<file path="config.mk">
export PLATFORM = sky130hd
export DESIGN_NAME = fetch_unit
export DESIGN_NICKNAME = d
export VERILOG_FILES = /design/src/rtl/fetch_unit.sv
export SDC_FILE = /design/constraint.sdc
export NUM_CORES = 1
export LEC_CHECK = 0
export BUFFER_PORTS_ARGS = -buffer_cell sky130_fd_sc_hd__buf_2
export CORE_AREA = 2 2 191 193
export DETAILED_ROUTE_END_ITERATION = 8
export DIE_AREA = 0 0 193 195
export GPL_TIMING_DRIVEN = 0
export HOLD_SLACK_MARGIN = 0.02
export PLACE_DENSITY = 0.74
export SYNTH_ARGS = -nofsm -noshare
export SYNTH_HDL_FRONTEND = slang
export SYNTH_SLANG_ARGS = --single-unit
</file>
<file path="constraint.sdc">
create_clock -name clk -period 12 [get_ports clk]
set_input_delay 1.2 -clock clk [delete_from_list [all_inputs] [get_ports clk]]
set_output_delay 1.2 -clock clk [all_outputs]
set_load 0.05 [all_outputs]
</file>
<file path="src/rtl/fetch_unit.sv">
// fetch_unit: instruction fetch front end with an in-order memory port,
// redirect handling and a registered instruction buffer toward decode.
// Optional performance counters are built when FETCH_PERF_CNT_EN is defined.
//
// Handshakes: a transfer happens on a rising edge where the producer's
// valid and the consumer's ready are both high (imem_req/imem_ready for
// requests, instr_valid/instr_ready for decode). A valid, once raised, is
// not withdrawn until the transfer or a redirect/reset. imem_rvalid has
// no ready; the buffer always has room because requests are only issued
// while buffered + live in-flight entries stay below FIFO_DEPTH.
module fetch_unit #(
    parameter logic [31:0] RESET_PC   = 32'h0000_0000,
    parameter int          FIFO_DEPTH = 4
) (
    input  logic        clk,
    input  logic        rst,
    output logic        imem_req,
    output logic [31:0] imem_addr,
    input  logic        imem_ready,
    input  logic        imem_rvalid,
    input  logic [31:0] imem_rdata,
    input  logic        redir_valid,
    input  logic [31:0] redir_pc,
    output logic        instr_valid,
    output logic [31:0] instr,
    output logic [31:0] instr_pc,
    input  logic        instr_ready
`ifdef FETCH_PERF_CNT_EN
    ,
    output logic [31:0] perf_fetched,
    output logic [31:0] perf_flushed
`endif
);

    localparam int PW = $clog2(FIFO_DEPTH);
    localparam int CW = PW + 1;
    localparam int DW = PW + 4;
    localparam logic [CW:0] DEPTH_V = (CW + 1)'(FIFO_DEPTH);

    logic [31:0]   fetch_pc_q, fetch_pc_d;
    logic [31:0]   resp_pc_q, resp_pc_d;
    logic [CW-1:0] out_q, out_d;     // live in-flight requests (not marked for drop)
    logic [DW-1:0] drop_q, drop_d;   // in-flight responses to discard
    logic [CW-1:0] cnt_q, cnt_d;
    logic [PW-1:0] rd_ptr_q, rd_ptr_d;
    logic [PW-1:0] wr_ptr_q, wr_ptr_d;
    logic [31:0]   data_q [FIFO_DEPTH];
    logic [31:0]   pc_q [FIFO_DEPTH];

    logic          accept;
    logic          drop_rsp;
    logic          push;
    logic          pop;
    logic [CW:0]   occ;

    // Handshake decode and buffer head presentation.
    always_comb begin
        occ         = {1'b0, cnt_q} + {1'b0, out_q};
        imem_req    = !rst && !redir_valid && (occ < DEPTH_V);
        imem_addr   = fetch_pc_q;
        accept      = imem_req && imem_ready;
        drop_rsp    = imem_rvalid && (redir_valid || (drop_q != '0));
        push        = imem_rvalid && !drop_rsp;
        instr_valid = (cnt_q != '0) && !redir_valid;
        pop         = instr_valid && instr_ready;
        instr       = data_q[rd_ptr_q];
        instr_pc    = pc_q[rd_ptr_q];
    end

    // Next-state for PCs, counters and buffer pointers; a redirect overrides all.
    always_comb begin
        fetch_pc_d = fetch_pc_q;
        resp_pc_d  = resp_pc_q;
        out_d      = out_q;
        drop_d     = drop_q;
        cnt_d      = cnt_q;
        rd_ptr_d   = rd_ptr_q;
        wr_ptr_d   = wr_ptr_q;
        if (redir_valid) begin
            fetch_pc_d = redir_pc;
            resp_pc_d  = redir_pc;
            out_d      = '0;
            drop_d     = drop_q + DW'(out_q) - DW'(imem_rvalid);
            cnt_d      = '0;
            rd_ptr_d   = '0;
            wr_ptr_d   = '0;
        end else begin
            if (accept) begin
                fetch_pc_d = fetch_pc_q + 32'd1;
            end
            if (push) begin
                resp_pc_d = resp_pc_q + 32'd1;
                wr_ptr_d  = wr_ptr_q + PW'(1);
            end
            if (pop) begin
                rd_ptr_d = rd_ptr_q + PW'(1);
            end
            cnt_d  = cnt_q + CW'(push) - CW'(pop);
            out_d  = out_q + CW'(accept) - CW'(imem_rvalid && (drop_q == '0));
            drop_d = drop_q - DW'(imem_rvalid && (drop_q != '0));
        end
    end

    // Control state register.
    always_ff @(posedge clk or posedge rst) begin
        if (rst) begin
            fetch_pc_q <= RESET_PC;
            resp_pc_q  <= RESET_PC;
            out_q      <= '0;
            drop_q     <= '0;
            cnt_q      <= '0;
            rd_ptr_q   <= '0;
            wr_ptr_q   <= '0;
        end else begin
            fetch_pc_q <= fetch_pc_d;
            resp_pc_q  <= resp_pc_d;
            out_q      <= out_d;
            drop_q     <= drop_d;
            cnt_q      <= cnt_d;
            rd_ptr_q   <= rd_ptr_d;
            wr_ptr_q   <= wr_ptr_d;
        end
    end

    // Buffer storage; cleared on reset so the head reads zero.
    always_ff @(posedge clk or posedge rst) begin
        if (rst) begin
            for (int i = 0; i < FIFO_DEPTH; i++) begin
                data_q[i] <= '0;
                pc_q[i]   <= '0;
            end
        end else if (push) begin
            data_q[wr_ptr_q] <= imem_rdata;
            pc_q[wr_ptr_q]   <= resp_pc_q;
        end
    end

`ifdef FETCH_PERF_CNT_EN
    logic [31:0] perf_fetched_q;
    logic [31:0] perf_flushed_q;

    // Counts delivered instructions and discarded work (flushed entries + dropped responses).
    always_ff @(posedge clk or posedge rst) begin
        if (rst) begin
            perf_fetched_q <= '0;
            perf_flushed_q <= '0;
        end else begin
            perf_fetched_q <= perf_fetched_q + 32'(pop);
            perf_flushed_q <= perf_flushed_q + (redir_valid ? 32'(cnt_q) : 32'd0)
                              + 32'(drop_rsp);
        end
    end

    assign perf_fetched = perf_fetched_q;
    assign perf_flushed = perf_flushed_q;
`endif

endmodule

</file>
==> impl_metrics.ini <==
[status]
status = complete, no violations

[synth]
ys_types = 55
synth-main-ff-cell = dfrtp_1
synth_edf_count = 0
ys_async_sr_fraction = 1.00
synthMuxAreaShare = 0.277
synth-seq-cells = 336
synth-xor-area-share = 0.0249
synth_nets = 1263
synth_compound_area_frac = 0.0417
avgSynthCellArea_um2 = 13.6
synth_top_family_by_area = multiplexers
synthCells = 1166
synth_fa_ha_area_frac = 0.0228
synth_simple_gate_area_frac = 0.0713
yosysSeqAreaShare = 0.532
ys.warnings.count = 0
synth.cell_area_mm2 = 0.0158

[place]
dpl.hpwl_um = 26900
post_dp_cell_area_mm2 = 0.0173
port_buffers = 167
dp_slack_ns = 7.41
gp_congestion = 0.910

[sta]
tightest_slew_ns = 0.955
max_freq_ghz = 0.217
fin_hold_ws_ns = 0.489
slew_headroom = 0.363
setup_tns_ns = 0
fin_ws_ns = 7.40
slew_violations = 0
min_period_ns = 4.60
final-hold-violation-count = 0
fin_crit_sh = 0.383
rsz0062_at_grt = false
setup_viol = 0
fin_skew_ns = 0.0119

[pwr]
p_leak_nw = 8.94
pwr_density_cell_mw_per_mm2 = 188
vdd_drop_max_mv = 0.175

[setup_path]
end_kind = output pin
path_max_fanout = 10
crit_arrival_ns = 3.40
cp_data_required_time_ns = 10.80
startpoint_type = input port
path_class = in2out

[clock_network]
ctsHoldBuffers = 0
htree_levels = 2
worstSkewPairLatency_ns = 0.52
cts_buffer_depth = 3
cts-root-buf = clkbuf_16
numClockSinks = 336
clk_pin_slew_ns = 0.06
postCtsSetupBuffers = 0
cts_made_buffers = 36
cts-resized-gates = 0
cts_tree = yes

[finish]
diodes = 0
drive_gt1_frac = 0.416
area_growth_pct = 16.4
final_cell_area_mm2 = 0.0184
final_util = 0.520
final_common_cell = dfrtp_1
n_fill_cell = 2966
multi_input_area_mm2 = 0.00692
final_cell_mix = dfrtp_1 (336), mux2_2 (236), buf_2 (208)
regArea_mm2 = 0.00841
fin_nets = 1470

[hold_path]
hp-class = reg2reg

[die]
rows = 69
fp.dieW_um = 193
ioPinCount = 168
dieArea_mm2 = 0.0376
fp.dieH_um = 195
start_util = 0.447
coreArea_mm2 = 0.0354

[drt]
drc = 0
drt_pass1_iterations = 5
drt-initial-drc-count = 621
vias = 10516
route.detailed.wl_per_inst_um = 20.5
detail-route-antenna-nets = 0
totalWireLength_um = 38100
viasPerCell = 5.66

[grt]
grt_pass1_wl_um = 60200
overflow = 0
grt_max_degree = 137
grt_pass1_vias = 10965
antenna_found_initial = 1
track_usage = 0.205

[job]
cap_violations = 0
through the flow:
stage	total power [mW]	instances
CTS	3.48	1858
detailed placement	2.42	1796
global placement	2.39	1794
global route	3.61	1858
finish	3.45	1858
floorplan	2.16	1166
final timing paths:
kind | from | endpoint | slack, ns | cells after the start
worst max-delay path | redir_valid | instr_valid | 7.40 | 6
worst min-delay path | pc_q[7] | pc_q[7] | 0.49 | 1
worst max register to register | out_q[2] | out_q[2] | 8.69 | 13
worst min register to register | pc_q[7] | pc_q[7] | 0.49 | 1
max in group asynchronous | rst | data_q[4] | 10.02 | 3
min in group asynchronous | rst | out_q[2] | 0.84 | 2
cells in the mapped netlist, drive strengths merged, types with 24 or more instances:
| library cell | instances | share of area |
|---|---|---|
| nand3 | 35 | 0.011 |
| nand2 | 69 | 0.017 |
| buf | 52 | 0.016 |
| mux4 | 64 | 0.091 |
| ha | 24 | 0.019 |
| dfrtp | 336 | 0.53 |
| xnor2 | 38 | 0.021 |
| mux2 | 258 | 0.18 |
| o21ai | 45 | 0.014 |
| nor2 | 26 | 0.0066 |
| clkbuf | 24 | 0.0059 |
| inv | 37 | 0.0088 |
routing by layer:
metal  vias to the layer above  track usage  wire length, um
met5                         -            0                9
met4                         2       0.0519              792
met3                        66       0.0374             2630
met2                       387        0.340            18300
met1                      5361        0.279            16400
li1                       4700            -                -
sequential cells by signal, summed over array words and instances, names as in the netlist:
name,cells
cnt_q,3
data_q,128
drop_q,6
imem_addr,32
out_q,3
pc_q,128
rd_ptr_q,2
resp_pc_q,32
wr_ptr_q,2
cell families after synthesis:
family                     after synthesis
AOI/OAI and AO/OA                      106
xor gates and xnor gates                45
adders and majority gates               27
buffers and inverters                  115
DFF                                    336
muxes                                  325
and+or+nand+nor                        212
area by class of cell:
| class | count | share of cell area |
|---|---|---|
| Buffer | 76 | 0.0187 |
| Clock buffer | 51 | 0.0553 |
| Clock inverter | 11 | 0.00503 |
| Inverter | 39 | 0.00836 |
| Multi-Input combinational cell | 715 | 0.376 |
| Sequential cell | 336 | 0.457 |
| Tap cell | 461 | 0.0313 |
| Timing Repair Buffer | 169 | 0.0484 |
where the power goes:
part	internal [mW]	total (mW)	switching, mW
Sequential	1.26	1.35	0.0924
Combinational	0.358	1.04	0.680
Clock	0.614	1.06	0.447
critical path, cell delays in order:
cell and delay, ns:
buf_2 0.24, clkbuf_1 0.50, clkbuf_1 0.55, buf_1 0.56, nor2_1 0.10, buf_2 0.23
Power figures use the tool's default switching activity.
